## src/rtl/ball_velocity_mv.sv

```systemverilog
// rtl/ball_velocity_mv.sv - per-frame ball mover with velocity, friction, edge bounce and pixel render
//
// Ports:
//   i_clk, i_rst_n            pixel clock, asynchronous active-low reset
//   i_frame_strobe            one-cycle pulse per frame, starts an update from IDLE
//   i_up/i_down/i_left/i_right d-pad levels, active high
//   i_recenter                level request: return to start position, zero velocity
//   i_hpos, i_vpos, i_visible current raster position and active-video flag
//   o_rgb                     registered pixel colour (ball or black)
//   o_x, o_y, o_vx, o_vy      committed position and signed velocity
//   o_busy                    high while an update is in flight
//   o_bounce                  one-cycle pulse after a frame in which an axis clamped
module ball_velocity_mv #(
  parameter int         H_ACTIVE  = 640,
  parameter int         V_ACTIVE  = 480,
  parameter int         BALL_SIZE = 8,
  parameter int         MAX_SPEED = 4,
  parameter int         SPEED_W   = 4,
  parameter int         FRICTION  = 1,
  parameter int         START_X   = 316,
  parameter int         START_Y   = 236,
  parameter logic [2:0] COLOR     = 3'b111
) (
  input  logic               i_clk,
  input  logic               i_rst_n,
  input  logic               i_frame_strobe,
  input  logic               i_up,
  input  logic               i_down,
  input  logic               i_left,
  input  logic               i_right,
  input  logic               i_recenter,
  input  logic [9:0]         i_hpos,
  input  logic [9:0]         i_vpos,
  input  logic               i_visible,
  output logic [2:0]         o_rgb,
  output logic [9:0]         o_x,
  output logic [9:0]         o_y,
  output logic [SPEED_W-1:0] o_vx,
  output logic [SPEED_W-1:0] o_vy,
  output logic               o_busy,
  output logic               o_bounce
);

  typedef logic signed [SPEED_W-1:0] vel_t;
  typedef logic signed [10:0]        pos_t;

  localparam vel_t V_ONE  = vel_t'(1);
  localparam vel_t V_ZERO = vel_t'(0);
  localparam vel_t V_MAX  = vel_t'(MAX_SPEED);
  localparam vel_t V_MIN  = -V_MAX;
  localparam pos_t LIM_X  = pos_t'(H_ACTIVE - BALL_SIZE);
  localparam pos_t LIM_Y  = pos_t'(V_ACTIVE - BALL_SIZE);
  localparam pos_t P_ZERO = pos_t'(0);

  typedef enum logic [1:0] {IDLE, ACCEL, MOVE, BOUNCE} state_t;

  state_t     state;
  logic [9:0] x, y;
  vel_t       vx, vy;
  vel_t       wvx, wvy;       // working velocities, committed only in BOUNCE
  pos_t       px_n, py_n;     // unclamped next position, may be negative
  logic       b_up, b_down, b_left, b_right;

  function automatic vel_t accel(input vel_t v, input logic pos, input logic neg);
    if (pos && !neg)
      accel = (v >= V_MAX) ? v : v + V_ONE;
    else if (neg && !pos)
      accel = (v <= V_MIN) ? v : v - V_ONE;
    else if (FRICTION != 0)
      accel = (v > V_ZERO) ? v - V_ONE : (v < V_ZERO) ? v + V_ONE : v;
    else
      accel = v;
  endfunction

  function automatic pos_t sext(input vel_t v);
    sext = $signed({{(11-SPEED_W){v[SPEED_W-1]}}, v});
  endfunction

  function automatic vel_t vabs(input vel_t v);
    vabs = v[SPEED_W-1] ? -v : v;
  endfunction

  // Clamp results for the BOUNCE commit
  pos_t cx, cy;
  vel_t cvx, cvy;
  logic hit_x, hit_y;

  always_comb begin
    cx = px_n;  cvx = wvx;  hit_x = 1'b0;
    cy = py_n;  cvy = wvy;  hit_y = 1'b0;
    if (px_n < P_ZERO) begin
      cx = P_ZERO;  cvx = vabs(wvx);  hit_x = 1'b1;
    end else if (px_n > LIM_X) begin
      cx = LIM_X;   cvx = -vabs(wvx); hit_x = 1'b1;
    end
    if (py_n < P_ZERO) begin
      cy = P_ZERO;  cvy = vabs(wvy);  hit_y = 1'b1;
    end else if (py_n > LIM_Y) begin
      cy = LIM_Y;   cvy = -vabs(wvy); hit_y = 1'b1;
    end
  end

  always_ff @(posedge i_clk or negedge i_rst_n) begin
    if (!i_rst_n) begin
      state    <= IDLE;
      x        <= 10'(START_X);
      y        <= 10'(START_Y);
      vx       <= V_ZERO;
      vy       <= V_ZERO;
      wvx      <= V_ZERO;
      wvy      <= V_ZERO;
      px_n     <= P_ZERO;
      py_n     <= P_ZERO;
      b_up     <= 1'b0;
      b_down   <= 1'b0;
      b_left   <= 1'b0;
      b_right  <= 1'b0;
      o_busy   <= 1'b0;
      o_bounce <= 1'b0;
    end else if (i_recenter) begin
      state    <= IDLE;
      x        <= 10'(START_X);
      y        <= 10'(START_Y);
      vx       <= V_ZERO;
      vy       <= V_ZERO;
      o_busy   <= 1'b0;
      o_bounce <= 1'b0;
    end else begin
      o_bounce <= 1'b0;
      case (state)
        IDLE: begin
          if (i_frame_strobe) begin
            b_up    <= i_up;
            b_down  <= i_down;
            b_left  <= i_left;
            b_right <= i_right;
            o_busy  <= 1'b1;
            state   <= ACCEL;
          end
        end
        ACCEL: begin
          wvx   <= accel(vx, b_right, b_left);
          wvy   <= accel(vy, b_down, b_up);
          state <= MOVE;
        end
        MOVE: begin
          px_n  <= $signed({1'b0, x}) + sext(wvx);
          py_n  <= $signed({1'b0, y}) + sext(wvy);
          state <= BOUNCE;
        end
        BOUNCE: begin
          x        <= cx[9:0];
          y        <= cy[9:0];
          vx       <= cvx;
          vy       <= cvy;
          o_bounce <= hit_x | hit_y;
          o_busy   <= 1'b0;
          state    <= IDLE;
        end
        default: state <= IDLE;
      endcase
    end
  end

  // Render from committed position only; 11-bit compares avoid x+BALL_SIZE overflow
  logic [10:0] h11, v11, x11, y11;
  logic        in_ball;

  always_comb begin
    h11     = {1'b0, i_hpos};
    v11     = {1'b0, i_vpos};
    x11     = {1'b0, x};
    y11     = {1'b0, y};
    in_ball = i_visible
              && (h11 >= x11) && (h11 < x11 + 11'(BALL_SIZE))
              && (v11 >= y11) && (v11 < y11 + 11'(BALL_SIZE));
  end

  always_ff @(posedge i_clk or negedge i_rst_n) begin
    if (!i_rst_n)
      o_rgb <= 3'b000;
    else
      o_rgb <= in_ball ? COLOR : 3'b000;
  end

  assign o_x  = x;
  assign o_y  = y;
  assign o_vx = vx;
  assign o_vy = vy;

endmodule
```

## config.mk

```make
export PLATFORM = sky130hd
export DESIGN_NAME = ball_velocity_mv
export DESIGN_NICKNAME = d
export VERILOG_FILES = /design/src/rtl/ball_velocity_mv.sv
export SDC_FILE = /design/constraint.sdc
export NUM_CORES = 1
export LEC_CHECK = 0
export CAP_MARGIN = 0
export CELL_PAD_IN_SITES_DETAIL_PLACEMENT = 0
export CELL_PAD_IN_SITES_GLOBAL_PLACEMENT = 1
export CORE_ASPECT_RATIO = 0.75
export CORE_MARGIN = 2
export CORE_UTILIZATION = 47
export CTS_BUF_LIST = sky130_fd_sc_hd__clkbuf_16
export CTS_CLUSTER_SIZE = 12
export DETAILED_ROUTE_END_ITERATION = 10
export MAX_ROUTING_LAYER = met4
export PLACE_DENSITY = 0.91
export SLEW_MARGIN = 20
export SYNTH_ARGS = -nofsm -noshare
export SYNTH_HDL_FRONTEND = slang
export SYNTH_SLANG_ARGS = --single-unit
```

## constraint.sdc

```tcl
create_clock -name i_clk -period 3.5 [get_ports i_clk]
set_input_delay 0.7 -clock i_clk [delete_from_list [all_inputs] [get_ports i_clk]]
set_output_delay 0.7 -clock i_clk [all_outputs]
set_load 0.03 [all_outputs]
```

# After elaboration in Yosys (flattened, before gate mapping)
# Index checks and enable logic that the tools add are counted.
# op_classes
n_addsub	12
multipliers	0
n_div	0
magnitude_cmp	16
n_eq_ne	4
shift	0
n_mux	43
n_bitwise	2
n_reduce_logical	19
# op_table
operator	count
$mux 4	22
$mux 10	8
$add 10x4->11 const B	2
$add 11x4->11	2
$lt 10x11->1	2
$lt 11x1->1 const B	2
$ge 10x10->1	2
$neg 4->4	4
$gt 11x10->1 const B	1
$gt 11x11->1 const B	1
$add 4x2->4 const B	2
$ge 4x4->1 const B	2
$gt 4x1->1 const B	2
$le 4x3->1 const B	2
$logic_and 1x1->1	8
$lt 4x1->1 const B	2
$mux 1	8
$pmux 2 s4	1
$sub 4x2->4 const B	2
$reduce_and 2->1	3
$eq 2x2->1 const B	2
$logic_not 1->1	4
$mux 2	2
$mux 3	1
9 further kinds	9
# word_totals
ff_bits	69
latch_bits	0
mem_bits_rw	0
rom_bits	0
inputBits	29
out_inout_bits	33
word_cells	112
mem_count	0

# Depth between registers and ports, before layout
# Gate-level depths: netlist (run 1).
# logic_depth
word_depth	7
depth_mapped	10
mapped_depth_nobuf	10

# Least setup slack after synthesis (run 1)
# Ideal clock, no wire load.
# synth_timing
path_type	register to register
startpoint	register x[3], in the netlist o_x[3]
endpoint	register o_rgb[1]
arrival_time_ns	2.208
slack_ns	1.191
path_stages_with_launch	11
n_path_buf	0
period_less_slack_ns	2.309
path_cell_list	dfstp_2 -> ha_1 -> and3_1 -> nand3_1 -> xnor2_1 -> ha_1 -> and3_1 -> nand3_1 -> a21oi_1 -> o32a_1 -> nor4_1
# synth_via
elab_chain_cells	6
word_cells_on_any_way	8
classes_between	1 x add/sub; 2 x order compare; 1 x mux; 4 x reduce/logical
# synth_rtl
item	line_no	rtl
start, declared	58	logic [9:0] x, y;
start signal, assigned	106	x <= 10'(START_X);
start signal, assigned	122	x <= 10'(START_X);
start signal, assigned	152	x <= cx[9:0];
$add 10x4->11 / $ge 10x10->1 (equally long branches)	175	&& (h11 >= x11) && (h11 < x11 + 11'(BALL_SIZE))
$lt 10x11->1 / $logic_and 1x1->1 (equally long branches)	175	
$logic_and 1x1->1 *	175	
$logic_and 1x1->1 * (2 in a row)	176	&& (v11 >= y11) && (v11 < y11 + 11'(BALL_SIZE));
named net in_ball	167	logic in_ball;
$mux 3 *	183	o_rgb <= in_ball ? COLOR : 3'b000;
end signal, assigned	183	
end, declared	35	output logic [2:0] o_rgb,
# Mark *: on every way through the listed nets, which the timed path passes. The rest lies on a longest branch.
# A chain may end at the register's enable or synchronous reset.

# Worst setup path in the final report (run 1)
# layout_timing
startpoint	register y[3], in the netlist o_y[3]
endpoint	register o_rgb[1]
# layout_via
elab_chain_cells	4
word_cells_on_any_way	6
classes_between	1 x add/sub; 2 x order compare; 1 x mux; 2 x reduce/logical
# layout_rtl
item	line_no	rtl
start, declared	58	
start signal, assigned	107	y <= 10'(START_Y);
start signal, assigned	123	y <= 10'(START_Y);
start signal, assigned	153	y <= cy[9:0];
$add 10x4->11 / $ge 10x10->1 (equally long branches)	176	
$lt 10x11->1 / $logic_and 1x1->1 (equally long branches)	176	
$logic_and 1x1->1 *	176	
named net in_ball	167	
$mux 3 *	183	
# Marked as above.

==> results of run 1 <==
-- sequential cells by signal (all words and copies together) (netlist names), 2 cells and up --
register and count:
px_n 11, wvy 4, o_x 10, py_n 11, o_y 10, o_vx 4, o_vy 4, state 2
wvx 4
-- worst min path at each step --
stage | endpoint | slack (ns) | cells after the start
after CTS | py_n[6]$_DFFE_PN0P_ | 0.26 | 1
after global routing | o_y[9]$_DFFE_PN0N_ | 0.28 | 1
after detailed placement | py_n[0]$_DFFE_PN0P_ | 0.49 | 2
final | o_y[9]$_DFFE_PN0N_ | 0.26 | 1
after floorplan | b_down$_DFFE_PN0P_ | 0.40 | 0
after global placement | px_n[5]$_DFFE_PN0P_ | 0.48 | 2
-- worst max-delay path, stage by stage (launching register included) --
cell and delay [ns]:
dfstp_2 0.63, ha_1 0.21, and3_1 0.21, xnor2_1 0.13
ha_1 0.25, nand2_1 0.08, nor2_1 0.05, a2111oi_0 0.42
a21oi_1 0.17, nor4_1 0.27
-- area by class of cell --
class,instances,area (um2)
clock buffer,9,225
clock inverter,7,125
fill,1035,4910
inverter,51,191
multi-input combinational,523,3620
sequential,67,1690
tap,162,203
timing repair buffer,67,651
-- Yosys cell counts, drive strengths merged (3+ instances only) --
cell     instances
nor4             4
mux2             7
nand2b           6
xor2             9
a22oi            4
and3             9
o21a             5
mux2i            6
or4              4
dfrtp           57
nand3b           3
a2111oi          5
xnor2           13
nand3           30
a21oi           50
nor2b           16
nand4            6
nand2           68
buf             13
and3b            6
o22ai            5
nor2            38
a21boi           3
a211oi           7
inv             51
a221oi           4
o2111ai          6
o21ai           52
a211o            4
a21o             5
ha              70
dfstp           10
o211ai          14
nor3            15
clkbuf          15
and2             3
o31ai           15
-- where the power goes --
| part | total, mW | internal, mW | switching (mW) |
|---|---|---|---|
| combinational | 2.44 | 1.04 | 1.40 |
| clock | 1.07 | 0.702 | 0.367 |
| sequential | 1.45 | 1.03 | 0.416 |
-- stage by stage --
step | cells | instance area (um2)
floorplan | 669 | 5620
global placement | 870 | 6350
detailed placement | 870 | 6350
CTS | 886 | 6700
global route | 886 | 6700
finish | 886 | 6700
-- metal layers --
layer	GRT usage, %	wire length [um]	share of wire (%)
met4	4.71	159	1.0
met3	3.42	584	3.8
met5	-	0	0
met2	38.6	7000	46
met1	37.4	7580	49
-- logic make-up (layout without fill, tap and decap cells) --
group           after synthesis  after routing
fa+ha+maj                    72             72
flops                        67             67
simple gates                218            218
buf+inv                      79            134
mux                          13             13
xor+xnor                     22             22
compound gates              198            198
==> impl_metrics.json, run 1 <==
{
  "holdWs_ns": 0.262,
  "async_flop_share_pct": 100,
  "synth_compound_area_share_pct": 22.9,
  "synthTopCellsByArea": "dfrtp_1 (25%), ha_1 (16%), dfstp_2 (4.7%), nand2_1 (4.5%), a21oi_1 (4.5%)",
  "start_util_pct": 48.4,
  "path_clk_slew_ns": 0.06,
  "dp_hpwl_mm": 11.4,
  "rsz0062_at_grt": "false",
  "rr_endpoint": "o_rgb[1]$_DFF_PN0_",
  "crit_end": "o_rgb[1]$_DFF_PN0_",
  "drc_errors": 0,
  "final_cell_mix": "ha_1 (70), nand2_1 (68), clkdlybuf4s50_1 (60)",
  "rr_startpoint": "o_y[3]$_DFFE_PN1N_",
  "drt-initial-drc-count": 436,
  "yosys_warnings": 0,
  "antenna_found_initial": 0,
  "end_kind": "flip-flop",
  "synth.distinct_cells": 62,
  "synth-seq-cells": 67,
  "grt_max_degree": 35,
  "outcome": "completed",
  "rows": 34,
  "drt_first_pass_iters": 5,
  "syn2layout_area_growth_pct": 19.2,
  "grt_usage_pct": 25.6,
  "skew_ns": 0.00599,
  "synthesis.nets": 770,
  "synthMuxAreaShare_pct": 2.47,
  "cts_setup_buffers": 0,
  "clock_latency_ns": 0.34,
  "htreeDepth": 3,
  "setup_viol": 0,
  "yosys.area_share.simple_pct": 19.2,
  "antenna_cells": 0,
  "power_mw": 4.96,
  "cts_tree": "built",
  "cts_buffers": 9,
  "synthCells": 669,
  "startpoint_type": "flip-flop",
  "portBuffers": 61,
  "synth_area_leader_cell": "dfrtp_1",
  "core_area_um2": 11600,
  "cts_buffer_depth": 2,
  "grt_pass1_vias": 5001,
  "dominantRegCellSynth": "dfrtp_1",
  "wl_mm": 15.3,
  "grt_pass1_wl_mm": 25.5,
  "fp.dieW_um": 130,
  "finalSetupTns_ns": 0,
  "crit_required_ns": 3.74,
  "synth_fa_ha_area_share_pct": 16.3,
  "vias": 5214,
  "grt_overflow": 0,
  "min_path_type": "in -> async",
  "ff2ff_path_depth": 9,
  "crit_path_start": "o_y[3]$_DFFE_PN1N_",
  "cts_resized": 0,
  "die-area_um2": 12900,
  "power_density_nw_per_um2": 740,
  "final_hold_viol_count": 0,
  "die_h_um": 98.7,
  "p_leak_nw": 2.95,
  "drtAntennaViolNets": 0,
  "fmax_mhz": 397,
  "layout_commonest_cell": "ha_1",
  "synthXorXnorAreaFrac_pct": 3.43,
  "avgRoutedWirePerCell_um": 17.3,
  "ios": 62,
  "cts_hold_buf": 0,
  "gp_congestion": 0.878,
  "vdd_drop_max_mv": 0.343,
  "tightest_slew_ns": 0.756,
  "nets": 820,
  "r2r_setup_slack_ns": 0.98,
  "arrival_ns": 2.76,
  "setup_slack_ns": 0.980,
  "fin_util_pct": 57.7,
  "fin_crit_sh_pct": 72.0,
  "max-slew-margin-rel_pct": 49.5,
  "synth_top_area_share_pct": 25.4,
  "post_drt_via_cell_ratio": 5.88,
  "netlist_area_um2": 5620,
  "post-place-ws_ns": 0.780,
  "drive_gt1_share_pct": 6.35,
  "cts.sinks": 67,
  "synth.avg_cell_area_um2": 8.40,
  "worstSetupPathType": "reg -> reg",
  "cp_max_fo": 7,
  "synth_top_family_by_area": "compound AO/OA/AOI/OAI gates",
  "period_needed_ns": 2.52,
  "drv_cap": 0,
  "root_buffer": "clkbuf_16",
  "synth_edf_count": 0,
  "slew_violations": 0,
  "ys_seq_area_share_pct": 30.0
}
(Power assumes the default switching activity.)
==> run 2: changes to the inputs <==
--- a/config.mk
+++ b/config.mk
@@ -10,12 +10,12 @@
 export CELL_PAD_IN_SITES_GLOBAL_PLACEMENT = 1
 export CORE_ASPECT_RATIO = 0.75
 export CORE_MARGIN = 2
-export CORE_UTILIZATION = 47
+export CORE_UTILIZATION = 39
 export CTS_BUF_LIST = sky130_fd_sc_hd__clkbuf_16
 export CTS_CLUSTER_SIZE = 12
 export DETAILED_ROUTE_END_ITERATION = 10
 export MAX_ROUTING_LAYER = met4
-export PLACE_DENSITY = 0.91
+export PLACE_DENSITY = 0.81
 export SLEW_MARGIN = 20
 export SYNTH_ARGS = -nofsm -noshare
 export SYNTH_HDL_FRONTEND = slang
==> constraint.sdc (replaced) <==
create_clock -name i_clk -period 2.1 [get_ports i_clk]
set_input_delay 0.42 -clock i_clk [delete_from_list [all_inputs] [get_ports i_clk]]
set_output_delay 0.42 -clock i_clk [all_outputs]
set_load 0.03 [all_outputs]
==> run 2 against run 1 <==
Net effect: the flow now finishes with violations (negative setup slack); largest cell class unchanged; critical path type unchanged; die area is 20% higher; combinational power is 120% higher; largest power group unchanged; critical path depth is 1 higher; first-iteration DRC count is 25% lower; cell count is 12% higher; clock power is 53% higher.
==> impl_metrics.json, run 2 (synthesized netlist as in run 1, its figures left out) <==
{
  "clock_latency_ns": 0.33,
  "slew_violations": 0,
  "setup_viol": 5,
  "grt_pass1_vias": 5485,
  "rsz0062_at_grt": "true",
  "path_clk_slew_ns": 0.06,
  "p_clk_share_pct": 17.6,
  "n_fill_cell": 1263,
  "switchingPower_mw": 4.03,
  "comb_power_share_pct": 58.1,
  "final_hold_viol_count": 0,
  "largestRegisters": "px_n: 11 flops, py_n: 11 flops",
  "start_util_pct": 40.5,
  "multi_input_comb_area_um2": 3870,
  "grt_pass1_wl_mm": 26.8,
  "startpoint_type": "flip-flop",
  "worstSetupPathType": "reg -> reg",
  "holdWs_ns": 0.0743,
  "min_path_type": "in -> async",
  "finalSetupTns_ns": -0.453,
  "fin_util_pct": 55.3,
  "cts.sinks": 67,
  "crit_required_ns": 2.33,
  "slowest_stage": "dfstp_2",
  "rows": 37,
  "dp_hpwl_mm": 12.5,
  "drt-initial-drc-count": 326,
  "die_h_um": 108,
  "cts_tree": "built",
  "fmax_mhz": 444,
  "drv_cap": 0,
  "tightest_slew_ns": 0.641,
  "outcome": "complete, but fails checks",
  "final_cell_mix": "buf_4 (90), nand2_1 (68), ha_1 (60)",
  "place_area_um2": 7020,
  "final_cells": 990,
  "seqCellArea_um2": 1700,
  "drt_first_pass_iters": 5,
  "grt_max_degree": 68,
  "seqPwrFrac_pct": 24.3,
  "skew_ns": 0.00736,
  "drtAntennaViolNets": 0,
  "p_sw_share_pct": 43.3,
  "post_drt_via_cell_ratio": 5.66,
  "cts_hold_buf": 0,
  "htreeDepth": 3,
  "drc_errors": 0,
  "crit_chain": "inv_2, nor3_2, nand3_1, xnor2_1, ha_1, a21oi_2, o21ai_1, a21o_1, o32a_1, nor4_2",
  "crit_buf_inv": 1,
  "antenna_found_initial": 0,
  "nets": 911,
  "dp_cells": 958,
  "arrival_ns": 2.49,
  "p_leak_nw": 3.43,
  "internal_power_mw": 5.29,
  "period_needed_ns": 2.25,
  "drive_gt1_share_pct": 22.3,
  "critPathTopFamily": "compound AO/OA/AOI/OAI gates",
  "cts_buffer_depth": 2,
  "gp_congestion": 0.887,
  "die-area_um2": 15400,
  "vdd_drop_max_mv": 0.600,
  "violations": "negative setup slack",
  "setup_slack_ns": -0.154,
  "max-slew-margin-rel_pct": 57.0,
  "grt_usage_pct": 22.5,
  "cp_slowest_stage_delay_ns": 0.58,
  "vias": 5605,
  "fin_crit_sh_pct": 107,
  "cts_buffers": 9,
  "core_area_um2": 13900,
  "antenna_cells": 0,
  "wl_mm": 16.4,
  "fp.dieW_um": 143,
  "post-place-ws_ns": -0.398,
  "power_density_nw_per_um2": 1210,
  "layout_commonest_cell": "buf_4",
  "ios": 62,
  "grt_overflow": 0,
  "syn2layout_area_growth_pct": 36.7,
  "cp_max_fo": 3,
  "final_area_um2": 7680,
  "portBuffers": 61,
  "power_mw": 9.32,
  "avgRoutedWirePerCell_um": 16.6,
  "root_buffer": "clkbuf_16",
  "end_kind": "flip-flop"
}
[run 2: cell count changes in the layout (fill, tap and decap cells not counted), moves of 4 or more]
cell | previous run | this run
dfrtp_1 | 57 | 52
ha_4 | 0 | 6
inv_1 | 47 | 43
ha_2 | 0 | 4
dlygate4sd2_1 | 0 | 7
ha_1 | 70 | 60
dfrtp_2 | 0 | 5
a21oi_2 | 0 | 5
clkdlybuf4s50_1 | 60 | 52
a2111oi_0 | 4 | 0
inv_2 | 4 | 9
a21oi_1 | 50 | 44
buf_6 | 0 | 4
buf_4 | 6 | 90
[run 2: area by class of cell]
cell class	count	area share (%)
Timing Repair Buffer	158	18.0
Tap cell	175	2.85
Multi-Input combinational cell	523	50.4
Clock inverter	7	1.29
Clock buffer	9	2.93
Sequential cell	67	22.1
Inverter	51	2.49
[run 2: worst paths after layout]
kind                                        to           startpoint  slack, ns  depth (start not counted)
min in group i_clk         px_n[4]$_DFFE_PN0P_  px_n[4]$_DFFE_PN0P_       0.50                          2
hold / removal             px_n[6]$_DFFE_PN0P_              i_rst_n       0.07                          2
max in group asynchronous   o_y[2]$_DFFE_PN1N_              i_rst_n       1.66                          2
setup / recovery            o_rgb[1]$_DFF_PN0_   o_x[3]$_DFFE_PN1N_      -0.15                         10
setup reg to reg            o_rgb[1]$_DFF_PN0_   o_x[3]$_DFFE_PN1N_      -0.15                         10
hold reg to reg            px_n[4]$_DFFE_PN0P_  px_n[4]$_DFFE_PN0P_       0.50                          2
[run 2: timing repair]
action / in CTS / in global routing
cloned: 0 / 0
buffers inserted: 8 / 9
resized for setup: 20 / 37
pin swaps: 9 / 26
endpoints found under the setup margin: 15 / 15
[run 2: worst register-to-register path, cell delays in order (launching register included)]
cell,delay (ns)
dfstp_2,0.58
inv_2,0.05
nor3_2,0.16
nand3_1,0.12
xnor2_1,0.16
ha_1,0.34
a21oi_2,0.14
o21ai_1,0.08
a21o_1,0.16
o32a_1,0.21
nor4_2,0.16
[run 2: metal layers]
| metal | vias up | share of wire [%] | global-route usage, % |
|---|---|---|---|
| li1 | 2733 | - | - |
| met1 | 2708 | 45 | 29.0 |
| met2 | 144 | 49 | 37.2 |
| met3 | 20 | 4.1 | 3.85 |
| met4 | 0 | 1.3 | 5.09 |
| met5 | - | 0 | - |
[run 2: power by group through the flow]
stage / Clock (mW) / Sequential, mW / Combinational (mW)
final: 1.64 / 2.26 / 5.42
after global routing: 1.73 / 2.33 / 6.00
after CTS: 1.66 / 2.24 / 5.02
after detailed placement: 0 / 2.26 / 4.78
after global placement: 0 / 2.23 / 4.59
after floorplan: 0 / 2.25 / 3.09
==> run 3: changes to the inputs <==
--- a/config.mk
+++ b/config.mk
@@ -14,6 +14,7 @@
 export CTS_BUF_LIST = sky130_fd_sc_hd__clkbuf_16
 export CTS_CLUSTER_SIZE = 12
 export DETAILED_ROUTE_END_ITERATION = 10
+export GPL_ROUTABILITY_DRIVEN = 0
 export MAX_ROUTING_LAYER = met4
 export PLACE_DENSITY = 0.81
 export SLEW_MARGIN = 20
==> run 3 against run 2 <==
Net effect: sequential power about the same; combinational power about the same; critical path depth down 4; global-route usage about the same; die area unchanged; largest power group unchanged; cell count down 0.51%; count of clock-buffer cells in the layout unchanged; setup slack worse by 0.14 ns; the flow still finishes with violations (negative setup slack); non-clock buffer count down 5; total power down 0.92%; routed wire length about the same.
==> impl_metrics.json, run 3 (synthesized netlist as in run 1, its figures left out) <==
{
  "crit_chain": "inv_1, ha_1, a2111oi_1, o21ai_0, a2111oi_0, nor4_1",
  "multi_input_comb_area_um2": 3910,
  "min_path_type": "in -> async",
  "critPathTopFamily": "compound AO/OA/AOI/OAI gates",
  "dp_hpwl_mm": 12.4,
  "cts_tree": "built",
  "fmax_mhz": 418,
  "final_hold_viol_count": 0,
  "power_density_nw_per_um2": 1210,
  "slowest_stage": "dfstp_2",
  "avgRoutedWirePerCell_um": 16.7,
  "fp.dieW_um": 143,
  "vdd_drop_max_mv": 0.609,
  "drt-initial-drc-count": 407,
  "layout_commonest_cell": "buf_4",
  "rows": 37,
  "final_area_um2": 7660,
  "wl_mm": 16.4,
  "outcome": "complete, but fails checks",
  "place_area_um2": 7010,
  "htreeDepth": 3,
  "start_util_pct": 40.5,
  "crit_required_ns": 2.31,
  "root_buffer": "clkbuf_16",
  "cp_slowest_stage_delay_ns": 0.58,
  "end_kind": "flip-flop",
  "cp_max_fo": 6,
  "grt_overflow": 0,
  "crit_buf_inv": 1,
  "fin_crit_sh_pct": 114,
  "startpoint_type": "flip-flop",
  "power_mw": 9.24,
  "period_needed_ns": 2.39,
  "grt_usage_pct": 22.5,
  "ios": 62,
  "largestRegisters": "px_n: 11 flops, py_n: 11 flops",
  "seqCellArea_um2": 1700,
  "grt_pass1_wl_mm": 26.8,
  "cts_hold_buf": 0,
  "syn2layout_area_growth_pct": 36.3,
  "p_leak_nw": 3.41,
  "tightest_slew_ns": 0.611,
  "antenna_cells": 0,
  "post-place-ws_ns": -0.421,
  "violations": "negative setup slack",
  "path_clk_slew_ns": 0.06,
  "drive_gt1_share_pct": 21.9,
  "n_fill_cell": 1209,
  "portBuffers": 61,
  "worstSetupPathType": "reg -> reg",
  "clock_latency_ns": 0.34,
  "drt_first_pass_iters": 7,
  "drv_cap": 0,
  "arrival_ns": 2.61,
  "post_drt_via_cell_ratio": 5.63,
  "vias": 5548,
  "antenna_found_initial": 0,
  "grt_max_degree": 68,
  "die-area_um2": 15400,
  "setup_slack_ns": -0.294,
  "final_cells": 985,
  "drtAntennaViolNets": 0,
  "final_cell_mix": "buf_4 (85), nand2_1 (68), ha_1 (59)",
  "max-slew-margin-rel_pct": 59.1,
  "core_area_um2": 13900,
  "grt_pass1_vias": 5418,
  "slew_violations": 0,
  "cts_buffers": 9,
  "cts_buffer_depth": 2,
  "nets": 906,
  "skew_ns": 0.0101,
  "rsz0062_at_grt": "true",
  "setup_viol": 3,
  "die_h_um": 108,
  "cts.sinks": 67,
  "dp_cells": 956,
  "drc_errors": 0
}
-- run 3: cell type report --
type                    count  area share [%]
multi-input cells         523            51.1
flip-flops and latches     67            22.1
repair buffers            153            17.6
clock buffers               9            2.94
well taps                 175            2.86
inverters                  51            2.53
clock inverters             7           0.914
-- run 3: worst register-to-register path, stage by stage, from the launching register on --
cell and delay [ns]:
dfstp_2 0.58, inv_1 0.08, ha_1 0.30, a2111oi_1 0.51, o21ai_0 0.19, a2111oi_0 0.52
nor4_1 0.08
-- run 3: what timing repair did --
item | 4_1_cts | 5_1_grt
pin swaps | 6 | 34
gates cloned | 0 | 0
resized for setup | 25 | 42
buffers inserted | 6 | 7
setup endpoints to repair | 15 | 16
-- run 3: report_power, final --
part | total (mW) | internal (mW) | switching, mW | leakage (nW)
Sequential | 2.29 | 1.72 | 0.571 | 0.838
Clock | 1.51 | 0.916 | 0.590 | 0.141
Combinational | 5.44 | 2.55 | 2.89 | 2.44
Total | 9.24 | 5.18 | 4.05 | 3.41
-- run 3: final timing paths --
check / startpoint / end / slack (ns) / depth (start not counted)
min reg2reg: px_n[4]$_DFFE_PN0P_ / px_n[4]$_DFFE_PN0P_ / 0.51 / 2
max: o_y[5]$_DFFE_PN1N_ / o_rgb[1]$_DFF_PN0_ / -0.29 / 6
min in group i_clk: px_n[4]$_DFFE_PN0P_ / px_n[4]$_DFFE_PN0P_ / 0.51 / 2
min: i_rst_n / px_n[5]$_DFFE_PN0P_ / 0.07 / 2
max in group asynchronous: i_rst_n / o_x[3]$_DFFE_PN1N_ / 1.64 / 2
max reg2reg: o_y[5]$_DFFE_PN1N_ / o_rgb[1]$_DFF_PN0_ / -0.29 / 6
-- run 3: routing by layer --
layer | GRT usage (%) | part of all wire (%)
met1 | 28.9 | 47
met2 | 36.8 | 48
met3 | 4.30 | 3.6
met4 | 5.52 | 1.2
met5 | - | 0
-- run 3: per-stage QoR --
step | hold slack [ns] | TNS [ns] | util [%]
finish | 0.0737 | -0.440 | 55.2
global route | 0.120 | -0.738 | 55.2
CTS | 0.116 | -0.259 | 53.5
detailed placement | 0.470 | -0.704 | 50.5
global placement | 0.465 | -0.433 | 50.5
floorplan | 0.124 | -0.181 | -
==> RTL change: new RTL, settings of run 2 <==
Set the parameter `FRICTION` to 0 (it was 1).
--- a/src/rtl/ball_velocity_mv.sv
+++ b/src/rtl/ball_velocity_mv.sv
@@ -16,7 +16,7 @@
   parameter int         BALL_SIZE = 8,
   parameter int         MAX_SPEED = 4,
   parameter int         SPEED_W   = 4,
-  parameter int         FRICTION  = 1,
+  parameter int         FRICTION  = 0,
   parameter int         START_X   = 316,
   parameter int         START_Y   = 236,
   parameter logic [2:0] COLOR     = 3'b111
Behaviour: not the same (a bounded check fails within 10 cycles, from zero or initial values and one cycle with i_rst_n low).
==> RTL change against run 2 <==
- the flow still finishes with violations (setup timing)
- routed wire length down 7.8%
- largest cell class unchanged
- sequential cell count did not move
- total power decreased by 9.5%
- setup slack better by 0.053 ns
- sequential power down 3%
- clock skew grew 0.0022 ns
- critical endpoint unchanged
- critical path type unchanged
- via count is 9.9% lower
- largest power group unchanged
- critical path depth stayed put
- area after synthesis shrank 5.9%
- combinational power shrank 11%
- design area is 7.2% lower
- die area decreased by 5.7%
- synthesized cell count decreased by 9.4%
- global-route usage decreased by 1.1 points
==> RTL change: results (changes against run 2) <==
status finished with violations; Leak 3.17 nW (-7.6%); Post-Synth XOR/XNOR Area 0.0397 (+0.00545); DRT met1 WL 7.06 mm (-5.6%); Max-Slew Margin vs Limit 0.657 (+0.0870); hold_ws 0.0874 ns (+0.0131 ns); Synth top cells by count ha_1, o21ai_0, dfrtp_1; clock skew 0.00961 ns (+0.00225 ns); arrival time of the worst setup path 2.46 ns (-0.03 ns); IR drop worst, VDD 0.000723 V (+20%); Syn Nets 705 (-8.4%); Post-CTS Resized 24 (+20%); post-synthesis adder-cell area fraction 0.168 (+0.00544); Routed WL per cell 16.8 µm (+0.99%); total track usage 0.214 (-0.0110); hpwl dp 11.2 mm (-11%); Placed Area 6560 µm² (-6.6%); Vias/cell 5.58 (-1.4%); first-pass GRT wire length 24.4 mm (-9.1%); via count 5048 (-9.9%); met2 wire len 7.28 mm (-9.8%); failing checks setup timing; Placed Cells 879 (-8.2%); final setup violation count 2 (-3); post-synthesis mux area share 0.0364 (+0.0117); Multi-input gate area 3600 µm² (-7.1%); DRT iter0 DRCs 294 (-9.8%); # Post-CTS Setup Buffers 0 (-8); sequential fraction of the synthesis area 0.319 (+0.0188); min setup slack post-route -0.102 ns (+0.0527 ns); met1 usage 0.270 (-0.0200); main area contributors after synthesis dfrtp_1, ha_1, o21ai_0; layout cells sized above 1 0.218 (-0.00503)
RTL change: power groups by stage:
| stage | logic, mW | registers, mW | clock network (mW) |
|---|---|---|---|
| 2_1_floorplan | 2.67 | 2.24 | 0 |
| 3_3_place_gp | 4.06 | 2.17 | 0 |
| 3_5_place_dp | 4.21 | 2.19 | 0 |
| 4_1_cts | 4.37 | 2.18 | 1.48 |
| 5_1_grt | 5.28 | 2.25 | 1.53 |
| 6_report | 4.80 | 2.19 | 1.45 |
RTL change: through the flow:
step,setup WS (ns),power (mW),setup TNS (ns)
after floorplan,-0.0768,4.91,-0.0768
after global placement,-0.111,6.23,-0.111
after detailed placement,-0.130,6.40,-0.219
after CTS,-0.108,8.03,-0.108
after global routing,-0.198,9.06,-0.426
final,-0.102,8.44,-0.111
RTL change: final cells by class:
class / count / share of cell area
repair buffers: 131 / 0.163
well taps: 171 / 0.0300
multi-input cells: 469 / 0.504
clock buffers: 9 / 0.0316
inverters: 51 / 0.0268
flip-flops and latches: 67 / 0.237
clock inverters: 6 / 0.00702
